<file path="config.mk">
export PLATFORM = sky130hd
export DESIGN_NAME = mcc_sub_serial
export DESIGN_NICKNAME = d
export VERILOG_FILES = /design/src/rtl/mcc_sub_serial.sv
export SDC_FILE = /design/constraint.sdc
export NUM_CORES = 1
export LEC_CHECK = 0
export CAP_MARGIN = 10
export CORE_MARGIN = 5
export CORE_UTILIZATION = 46
export CTS_CLUSTER_DIAMETER = 30
export DETAILED_ROUTE_END_ITERATION = 10
export PLACE_DENSITY_LB_ADDON = 0.3
export SYNTH_ARGS = -nofsm -noshare
export SYNTH_HDL_FRONTEND = slang
export SYNTH_SLANG_ARGS = --single-unit
</file>
<file path="constraint.sdc">
create_clock -name clk -period 3 [get_ports clk]
set_input_delay 0.3 -clock clk [delete_from_list [all_inputs] [get_ports clk]]
set_output_delay 0.3 -clock clk [all_outputs]
set_load 0.01 [all_outputs]
</file>
<file path="src/rtl/mcc_sub_serial.sv">
// Digit-serial subtractor: diff = a - b - bin, one nibble per clock through a
// propagate/generate carry chain on ~b. Optional signed overflow output via MCC_SUB_OVF_EN.
module mcc_sub_serial #(
    parameter int SIZE = 16
) (
    input  logic            clk,
    input  logic            rst_n,
    input  logic            in_valid,
    output logic            in_ready,
    input  logic [SIZE-1:0] a,
    input  logic [SIZE-1:0] b,
    input  logic            bin,
    output logic            out_valid,
    input  logic            out_ready,
    output logic [SIZE-1:0] diff,
    output logic            bout
`ifdef MCC_SUB_OVF_EN
    ,
    output logic            ovf
`endif
);

    localparam int N  = SIZE / 4;
    localparam int KW = (N > 1) ? $clog2(N) : 1;

    typedef enum logic [1:0] {
        IDLE = 2'd0,
        RUN  = 2'd1,
        DONE = 2'd2
    } state_t;

    state_t          state_reg, state_next;
    logic [SIZE-1:0] a_reg, b_reg, diff_reg;
    logic [KW-1:0]   k_reg;
    logic            borrow_reg;
    logic            out_valid_reg;
    logic            accept, last_step;

    logic [3:0] a_nib, nb_nib, p, g, d;
    logic [4:0] c;

    assign accept    = in_valid && (state_reg == IDLE);
    assign last_step = (state_reg == RUN) && (k_reg == KW'(N - 1));

    // Nibble slice selected by the step counter; b is inverted so the chain adds.
    assign a_nib  = a_reg[{k_reg, 2'b00} +: 4];
    assign nb_nib = ~b_reg[{k_reg, 2'b00} +: 4];
    assign c[0]   = ~borrow_reg;

    generate
        for (genvar gi = 0; gi < 4; gi++) begin : g_chain
            assign p[gi]   = a_nib[gi] ^ nb_nib[gi];
            assign g[gi]   = a_nib[gi] & nb_nib[gi];
            assign c[gi+1] = g[gi] | (p[gi] & c[gi]);
            assign d[gi]   = p[gi] ^ c[gi];
        end
    endgenerate

    always_ff @(posedge clk or negedge rst_n) begin
        if (!rst_n) begin
            state_reg <= IDLE;
        end else begin
            state_reg <= state_next;
        end
    end

    always_comb begin
        state_next = state_reg;
        case (state_reg)
            IDLE:    if (in_valid) state_next = RUN;
            RUN:     if (last_step) state_next = DONE;
            DONE:    if (out_ready) state_next = IDLE;
            default: state_next = IDLE;
        endcase
    end

    always_comb begin
        in_ready = (state_reg == IDLE);
    end

    always_ff @(posedge clk or negedge rst_n) begin
        if (!rst_n) begin
            a_reg         <= '0;
            b_reg         <= '0;
            diff_reg      <= '0;
            k_reg         <= '0;
            borrow_reg    <= 1'b0;
            out_valid_reg <= 1'b0;
        end else begin
            if (accept) begin
                a_reg      <= a;
                b_reg      <= b;
                borrow_reg <= bin;
                k_reg      <= '0;
            end else if (state_reg == RUN) begin
                diff_reg[{k_reg, 2'b00} +: 4] <= d;
                borrow_reg                    <= ~c[4];
                k_reg                         <= k_reg + 1'b1;
            end
            if (last_step) begin
                out_valid_reg <= 1'b1;
            end else if (out_valid_reg && out_ready) begin
                out_valid_reg <= 1'b0;
            end
        end
    end

`ifdef MCC_SUB_OVF_EN
    logic ovf_reg;

    // Signed overflow: carry into the MSB differs from carry out of it.
    always_ff @(posedge clk or negedge rst_n) begin
        if (!rst_n) begin
            ovf_reg <= 1'b0;
        end else if (last_step) begin
            ovf_reg <= c[4] ^ c[3];
        end
    end

    assign ovf = ovf_reg;
`endif

    assign diff      = diff_reg;
    assign bout      = borrow_reg;
    assign out_valid = out_valid_reg;

endmodule

</file>
Word-level counts from Yosys, hierarchy flattened
Cells that the tools add are included.

Add/subtract/negate cells: 2. Multipliers: 0. Div/mod/pow operators: 0. Magnitude comparators: 0. Eq/ne operators: 6. Shift-type cells: 4. Multiplexer cells: 11. Bitwise logic cells: 24. Reductions and logical operators: 8.

Operators by type and width (count): variable part select 16 x 5 -> 4 bit (2); bitwise mux 16 bit (1); variable shift 4 x 6 -> 16 bit (first input constant) (1); variable part select 4 x 6 -> 16 bit (1); two-way mux 2 bit (5); AND 1 bit (8); XOR 1 bit (8); inequality test 2 bit (second input constant) (3); negator 4 -> 6 bit (1); one-hot mux 2 bit (3 select lines) (1); == test 2 bit (second input constant) (2); two-way mux 1 bit (4); NOT 4 bit (1); OR 1 bit (4); nonzero test 2 bit (2); logical AND 1 bit (3); NOT 1 bit (3); AND reduction 3 bit (1); adder 2 x 1 -> 2 bit (second input constant) (1); == test 2 x 1 -> 1 bit (second input constant) (1); logical NOT 2 bit (1); AND reduction 2 bit (1).

Bits in registers: 54. Latch bits: 0. Memory bits (writable): 0. ROM bits: 0. Input port bits: 37. Output and inout port bits: 19. Word-level logic and storage cells: 62. Memories kept: 0.

Longest topological paths before layout
Gate-level depths: netlist of the first run.

Depth after elaboration: 14. Mapped depth: 10. Gate-level depth less buffers: 9.

Worst setup path before layout of the first run
OpenSTA, ideal clock, no wires.

Kind: register to register. Start: reg k_reg[0]. End: reg diff_reg[7] (netlist: diff[7]). Arrival: 2854 ps. Required time: 2916 ps. Setup slack: 62 ps. Cell stages (with the launch flop): 9. Cells stage by stage: dfrtp_1 buf_4 buf_2 mux4_2 fa_1 fa_1 fa_1 nand3_1 o21ai_0.

Cells in the longest elaborated chain, start to end: 12. Elaborated cells between the ends (all ways): 24.

Ends and longest elaborated chain: start: declaration (line 34) `logic [KW-1:0] k_reg;`; start signal: assignment (line 98) `k_reg <= k_reg + 1'b1;`; variable part select 16 x 5 -> 4 bit (line 47) `assign nb_nib = ~b_reg[{k_reg, 2'b00} +: 4];`; NOT 4 bit (line 47); XOR 1 bit (line 52) `assign p[gi] = a_nib[gi] ^ nb_nib[gi];`; AND 1 bit (line 54) `assign c[gi+1] = g[gi] | (p[gi] & c[gi]);`; OR 1 bit (line 54); AND 1 bit (line 54); OR 1 bit (line 54); AND 1 bit (line 54); OR 1 bit (line 54); XOR 1 bit (line 55) `assign d[gi] = p[gi] ^ c[gi];`; variable part select 4 x 6 -> 16 bit (line 96) `diff_reg[{k_reg, 2'b00} +: 4] <= d;`; bitwise mux 16 bit (*) (line 96); end signal: assignment (line 85) `diff_reg <= '0;`; end signal: indexed assignment (line 96); end: declaration (line 33) `logic [SIZE-1:0] a_reg, b_reg, diff_reg;`.

Mark *: on every way between the ends. The rest lies on a longest branch, timed or not. A chain may end at the register's enable or synchronous reset.

Worst setup path in the final report of the first run
Start: reg k_reg[0]. End: reg diff_reg[15] (netlist: diff[15]).

The elaborated chain is that of the path after synthesis.

==> flow_metrics.env, run 1 <==
export IMPL_outcome="complete, no violations"
export IMPL_boundaryPins=56
export IMPL_grt_util_met1_pct=19.59
export IMPL_power_combinational_fraction_pct=53.9
export IMPL_routed_via_count=1651
export IMPL_final_antenna_net_count=0
export IMPL_finalHoldViolations=0
export IMPL_vias_in_the_first_global_route=1755
export IMPL_htree_num_levels=2
export IMPL_synth_yosys_warnings=0
export IMPL_cp_max_fo=4
export IMPL_crit_path_max_delay_cell_type="sky130_fd_sc_hd__fa_2"
export IMPL_cp_data_required_time_ns=3.23
export IMPL_synth_cells_most_frequent="sky130_fd_sc_hd__dfrtp_1 (54), sky130_fd_sc_hd__mux2_4 (30), sky130_fd_sc_hd__nand2_1 (29)"
export IMPL_intPower_mw=2.490
export IMPL_fin_skew_ns=0.009802
export IMPL_timing_slew_headroom_pct=61.28
export IMPL_final_core_util_pct=60.67
export IMPL_yosys_area_top_type_share_pct=50.59
export IMPL_avgRoutedWirePerCell_um=15.32
export IMPL_fmax_ghz=0.3533
export IMPL_synth_top_cells_by_area="sky130_fd_sc_hd__dfrtp_1 (51%), sky130_fd_sc_hd__mux2_4 (17%), sky130_fd_sc_hd__mux4_2 (6.7%), sky130_fd_sc_hd__nand2_1 (4.1%), sky130_fd_sc_hd__fa_1 (3.0%)"
export IMPL_p_per_area_mw_per_mm2=1144
export IMPL_die_width_um=86.21
export IMPL_period_share_pct=94.34
export IMPL_synth_flop_cell="sky130_fd_sc_hd__dfrtp_1"
export IMPL_root_buffer="sky130_fd_sc_hd__clkbuf_8"
export IMPL_max_clock_path_buffers=2
export IMPL_antenna_found_initial=0
export IMPL_netSwitchingFraction_pct=35.67
export IMPL_core_area_mm2=0.005574
export IMPL_cap_viol_max_count=0
export IMPL_area_delta_synth_final_pct=26.60
export IMPL_cts_inserted_buffers=5
export IMPL_post_place_cells=318
export IMPL_worst_pin_slew_ns=0.5808
export IMPL_track_usage_pct=14.80
export IMPL_routed_wirelength_um=4993
export IMPL_finalInstanceArea_mm2=0.003382
export IMPL_vdd_ir_drop_max_v=0.0005049
export IMPL_ys_ff_latch=54
export IMPL_dpl_instance_area_mm2=0.003254
export IMPL_vias_per_cell=5.064
export IMPL_yosysTopAreaCell="sky130_fd_sc_hd__dfrtp_1"
export IMPL_antenna_cells=0
export IMPL_worst_path_largest_cell_delay_ns=0.58
export IMPL_cellLeakagePower_nw=1.456
export IMPL_rsz0062_at_grt="no"
export IMPL_chipHeight_um=86.21
export IMPL_gpl_final_weighted_congestion=0.7656
export IMPL_clk_latency_ns=0.31
export IMPL_fraction_of_layout_cells_with_a_size_suffix_above_1_pct=22.05
export IMPL_first_iter_violations=79
export IMPL_clkPwrFrac_pct=12.8
export IMPL_number_of_standard_cells_after_synthesis=195
export IMPL_seq_area_frac_synth_pct=50.59
export IMPL_nets=301
export IMPL_tritoncts="yes"
export IMPL_finalSetupViolCount=0
export IMPL_cp_cell_sequence="mux4_2 > inv_1 > fa_1 > inv_1 > fa_1 > fa_2 > fa_2 > nand2_1 > o21ai_0"
export IMPL_fin_tns_setup_ns=0
export IMPL_synthDistinctLibCells=31
export IMPL_rows=27
export IMPL_cts_clk_slew_worst_paths_ns=0.09
export IMPL_first_pass_iters=4
export IMPL_path_class="flop to flop"
export IMPL_crit_path_end_kind="flop"
export IMPL_grt_start_max_net_pins=33
export IMPL_detailedPlacementHpwl_um=3815
export IMPL_synth_enable_flop_cells=0
export IMPL_synth_cell_area_mm2=0.002671
export IMPL_synth_nets=242
export IMPL_critPathTopFamily="adder cells"
export IMPL_total_switching_power_mw=1.381
export IMPL_tritoncts_num_sinks=54
export IMPL_grt_pass1_wl_um=8700
export IMPL_cp_arrival_ns=3.06
export IMPL_post_cts_buffers=0
export IMPL_die_area_mm2=0.007431
export IMPL_postSynthAreaPerCell_um2=13.70
export IMPL_shortest_period_the_worst_path_allows_ns=2.830
export IMPL_initial_utilization_pct=47.92
export IMPL_overflow=0
export IMPL_post_layout_nonfiller_instances=326
export IMPL_buffer_ports_inserted=55
export IMPL_seq_power_share_pct=33.3
export IMPL_critical_path_startpoint_type="flop"
export IMPL_critical_path_n_buffers_inverters=2
export IMPL_post_route_drc_count=0
export IMPL_most_instantiated_library_cell_after_synthesis="sky130_fd_sc_hd__dfrtp_1"
export IMPL_ys_async_sr_fraction_pct=100.0
export IMPL_grt_util_met3_pct=3.897
export IMPL_globalRouteMet2Util_pct=24.32
export IMPL_gr_max_usage_layer="met2"
export IMPL_count_of_final_max_slew_check_failures=0
export IMPL_hold_path_class="primary input to async pin"
## per-layer routing
metal / share of wire (%) / up-vias
met5: 0 / -
met2: 48 / 41
li1: - / 792
met4: 1.1 / 0
met3: 6.1 / 6
met1: 44 / 812
## cell type report
class | count | area [µm²]
Clock inverter | 1 | 30.03
Inverter | 10 | 37.54
Tap cell | 72 | 90.09
Multi-Input combinational cell | 123 | 1192
Clock buffer | 6 | 82.58
Timing Repair Buffer | 60 | 598.1
Sequential cell | 54 | 1351
Fill cell | 467 | 2192
## power by group through the flow
| stage | Combinational, mW | Sequential (mW) | Clock, mW |
|---|---|---|---|
| 2_1_floorplan | 1.51 | 1.26 | 0 |
| 3_3_place_gp | 2.03 | 1.30 | 0 |
| 3_5_place_dp | 2.08 | 1.31 | 0 |
| 4_1_cts | 2.09 | 1.29 | 0.511 |
| 5_1_grt | 2.31 | 1.34 | 0.529 |
| 6_report | 2.09 | 1.29 | 0.495 |
## cell usage in the layout (no fill, tap or decap), drive strengths merged, types with 4 or more instances in the layout
| cell | netlist | routed |
|---|---|---|
| o21ai | 15 | 15 |
| ha | 6 | 6 |
| dfrtp | 54 | 54 |
| buf | 7 | 5 |
| nand3b | 4 | 4 |
| clkdlybuf4s50 | 0 | 54 |
| mux4 | 8 | 8 |
| mux2 | 32 | 32 |
| clkbuf | 1 | 6 |
| nand2 | 29 | 29 |
| fa | 4 | 4 |
| inv | 10 | 10 |
| nand3 | 5 | 5 |
## what timing repair did
| action | CTS | global route |
|---|---|---|
| gates resized for setup | 0 | 4 |
| setup endpoints to repair | 0 | 4 |
| endpoints found under the hold margin | 22 | 0 |
| hold buffers | 1 | 0 |
## worst paths after layout
path | depth (start not counted) | endpoint | start | slack, ns
max | 9 | diff[15] | k_reg[0] | 0.17
min | 2 | diff[4] | rst_n | 0.48
max reg2reg | 9 | diff[15] | k_reg[0] | 0.17
min reg2reg | 2 | diff[2] | diff[2] | 0.48
max in group asynchronous | 3 | k_reg[1] | rst_n | 1.72
min in group clk | 2 | diff[2] | diff[2] | 0.48
## logic make-up after synthesis
logic type,count (synthesis),share of synthesized area [%]
buf+inv,18,4.965
flops,54,50.59
mux,40,24.45
simple gates,50,9.087
compound gates,23,5.105
fa+ha+maj,10,5.808
## stage by stage
| stage | power (mW) | setup WS, ns | hold WS, ns |
|---|---|---|---|
| floorplan | 2.763 | 0.06215 | 0.004409 |
| global placement | 3.334 | 0.1813 | 0.2982 |
| detailed placement | 3.385 | 0.1301 | 0.3028 |
| CTS | 3.890 | 0.1117 | 0.4899 |
| global route | 4.184 | 0.01007 | 0.5197 |
| finish | 3.870 | 0.1699 | 0.4786 |
Power figures use the tool's default switching activity.
==> run 2, diff against run 1 <==
Settings changed: CTS_BUF_LIST set to sky130_fd_sc_hd__clkbuf_16, PLACE_DENSITY set to 0.76, PLACE_DENSITY_LB_ADDON 0.3 to unset, REMOVE_ABC_BUFFERS set to 1.
==> run 2 against run 1 <==
  * Hold slack got worse by 0.44 ns
  * Sequential power barely moved
  * Register-to-register slack barely moved
  * Sequential share of layout area barely moved
  * Total power rose by 0.54%
  * Critical endpoint is now diff[3]
  * Design area fell by 0.11%
  * Clock-buffer cell count fell by 1
  * Non-clock buffer count fell by 1
  * Clock power rose by 9.5%
  * Die area did not move
  * Global-route usage rose by 0.11 points
  * First-iteration DRC count fell by 25%
==> flow_metrics.env, run 2 (synthesis results as in run 1) <==
export IMPL_crit_path_max_delay_cell_type="sky130_fd_sc_hd__fa_1"
export IMPL_final_antenna_net_count=0
export IMPL_critical_path_startpoint_type="flop"
export IMPL_track_usage_pct=14.91
export IMPL_htree_num_levels=2
export IMPL_tritoncts_num_sinks=54
export IMPL_fmax_ghz=0.3525
export IMPL_fin_skew_ns=0.003365
export IMPL_critical_path_most_common_cell="sky130_fd_sc_hd__fa_1"
export IMPL_post_layout_nonfiller_instances=325
export IMPL_cp_max_fo=4
export IMPL_rows=27
export IMPL_initial_utilization_pct=47.92
export IMPL_vias_per_cell=5.157
export IMPL_timing_slew_headroom_pct=57.14
export IMPL_placement_setup_worst_slack_ns=0.1633
export IMPL_antenna_cells=0
export IMPL_outcome="complete, no violations"
export IMPL_cts_inserted_buffers=5
export IMPL_chipHeight_um=86.21
export IMPL_layout_common_cells="sky130_fd_sc_hd__dfrtp_1 (54), sky130_fd_sc_hd__clkdlybuf4s50_1 (54), sky130_fd_sc_hd__mux2_4 (30)"
export IMPL_overflow=0
export IMPL_core_area_mm2=0.005574
export IMPL_critical_path_n_buffers_inverters=2
export IMPL_final_core_util_pct=60.61
export IMPL_die_area_mm2=0.007431
export IMPL_avgRoutedWirePerCell_um=15.82
export IMPL_gpl_final_weighted_congestion=0.7712
export IMPL_cts_clk_slew_worst_paths_ns=0.06
export IMPL_boundaryPins=56
export IMPL_dpl_instance_area_mm2=0.003242
export IMPL_hold_path_class="primary input to async pin"
export IMPL_cp_arrival_ns=3.04
export IMPL_fraction_of_layout_cells_with_a_size_suffix_above_1_pct=20.95
export IMPL_root_buffer="sky130_fd_sc_hd__clkbuf_16"
export IMPL_finalSetupViolCount=0
export IMPL_cp_cell_sequence="mux4_2 > inv_1 > fa_1 > inv_1 > fa_1 > fa_1 > fa_1 > nand2_1 > o21ai_0"
export IMPL_post_route_drc_count=0
export IMPL_worst_slack_ns=0.1627
export IMPL_clk_latency_ns=0.29
export IMPL_grt_pass1_wl_um=8825
export IMPL_grt_start_max_net_pins=33
export IMPL_vias_in_the_first_global_route=1752
export IMPL_critPathTopFamily="adder cells"
export IMPL_cts_hold_fix_buffers=0
export IMPL_post_cts_buffers=0
export IMPL_count_of_final_max_slew_check_failures=0
export IMPL_path_class="flop to flop"
export IMPL_routed_via_count=1676
export IMPL_nets=300
export IMPL_finalInstanceArea_mm2=0.003378
export IMPL_holdWs_ns=0.03372
export IMPL_period_share_pct=94.58
export IMPL_p_per_area_mw_per_mm2=1152
export IMPL_shortest_period_the_worst_path_allows_ns=2.837
export IMPL_cap_viol_max_count=0
export IMPL_worst_pin_slew_ns=0.6429
export IMPL_routed_wirelength_um=5143
export IMPL_die_width_um=86.21
export IMPL_buffer_ports_inserted=55
export IMPL_vdd_ir_drop_max_v=0.0004906
export IMPL_tritoncts="yes"
export IMPL_cts_repair_resized=0
export IMPL_antenna_found_initial=0
export IMPL_detailedPlacementHpwl_um=3944
export IMPL_finalHoldViolations=0
export IMPL_crit_path_end_kind="flop"
export IMPL_cp_data_required_time_ns=3.20
export IMPL_worst_path_largest_cell_delay_ns=0.58
export IMPL_post_place_cells=318
export IMPL_rsz0062_at_grt="no"
export IMPL_max_clock_path_buffers=2
export IMPL_first_iter_violations=59
export IMPL_first_pass_iters=4
export IMPL_area_delta_synth_final_pct=26.46
export IMPL_cellLeakagePower_nw=1.460
-- run 2: worst paths after layout --
check / slack [ns] / cells after the start / from / to
setup / recovery: 0.16 / 9 / k_reg[0] / diff[3]
hold / removal: 0.03 / 1 / rst_n / b_reg[10]
setup reg to reg: 0.16 / 9 / k_reg[0] / diff[3]
hold reg to reg: 0.48 / 2 / diff[1] / diff[1]
max in group asynchronous: 2.18 / 2 / rst_n / b_reg[3]
min in group clk: 0.48 / 2 / diff[1] / diff[1]
-- run 2: per-layer routing --
metal	GRT usage, %	vias to the layer above	share of wire (%)
met1	20.22	844	45
li1	-	789	-
met4	1.700	0	0.56
met2	25.16	41	49
met5	0	-	0
met3	3.802	2	5.2
-- run 2: area by class of cell --
cell class / count / area [µm²]
inverters: 10 / 37.54
clock buffers: 5 / 125.1
flip-flops and latches: 54 / 1351
repair buffers: 59 / 575.6
fillers: 447 / 2196
well taps: 72 / 90.09
clock inverters: 2 / 11.26
multi-input cells: 123 / 1187
-- run 2: report_power, final --
group | total (mW) | switching, mW | internal [mW] | leakage, nW
Clock | 0.542 | 0.240 | 0.302 | 0.0671
Sequential | 1.30 | 0.234 | 1.07 | 0.670
Combinational | 2.05 | 0.936 | 1.11 | 0.722
Total | 3.89 | 1.41 | 2.48 | 1.46
-- run 2: through the flow --
step	total power, mW	setup TNS (ns)
after floorplan	2.675	-0.6914
after global placement	3.310	0
after detailed placement	3.374	0
after CTS	3.939	0
after global routing	4.188	0
final	3.891	0
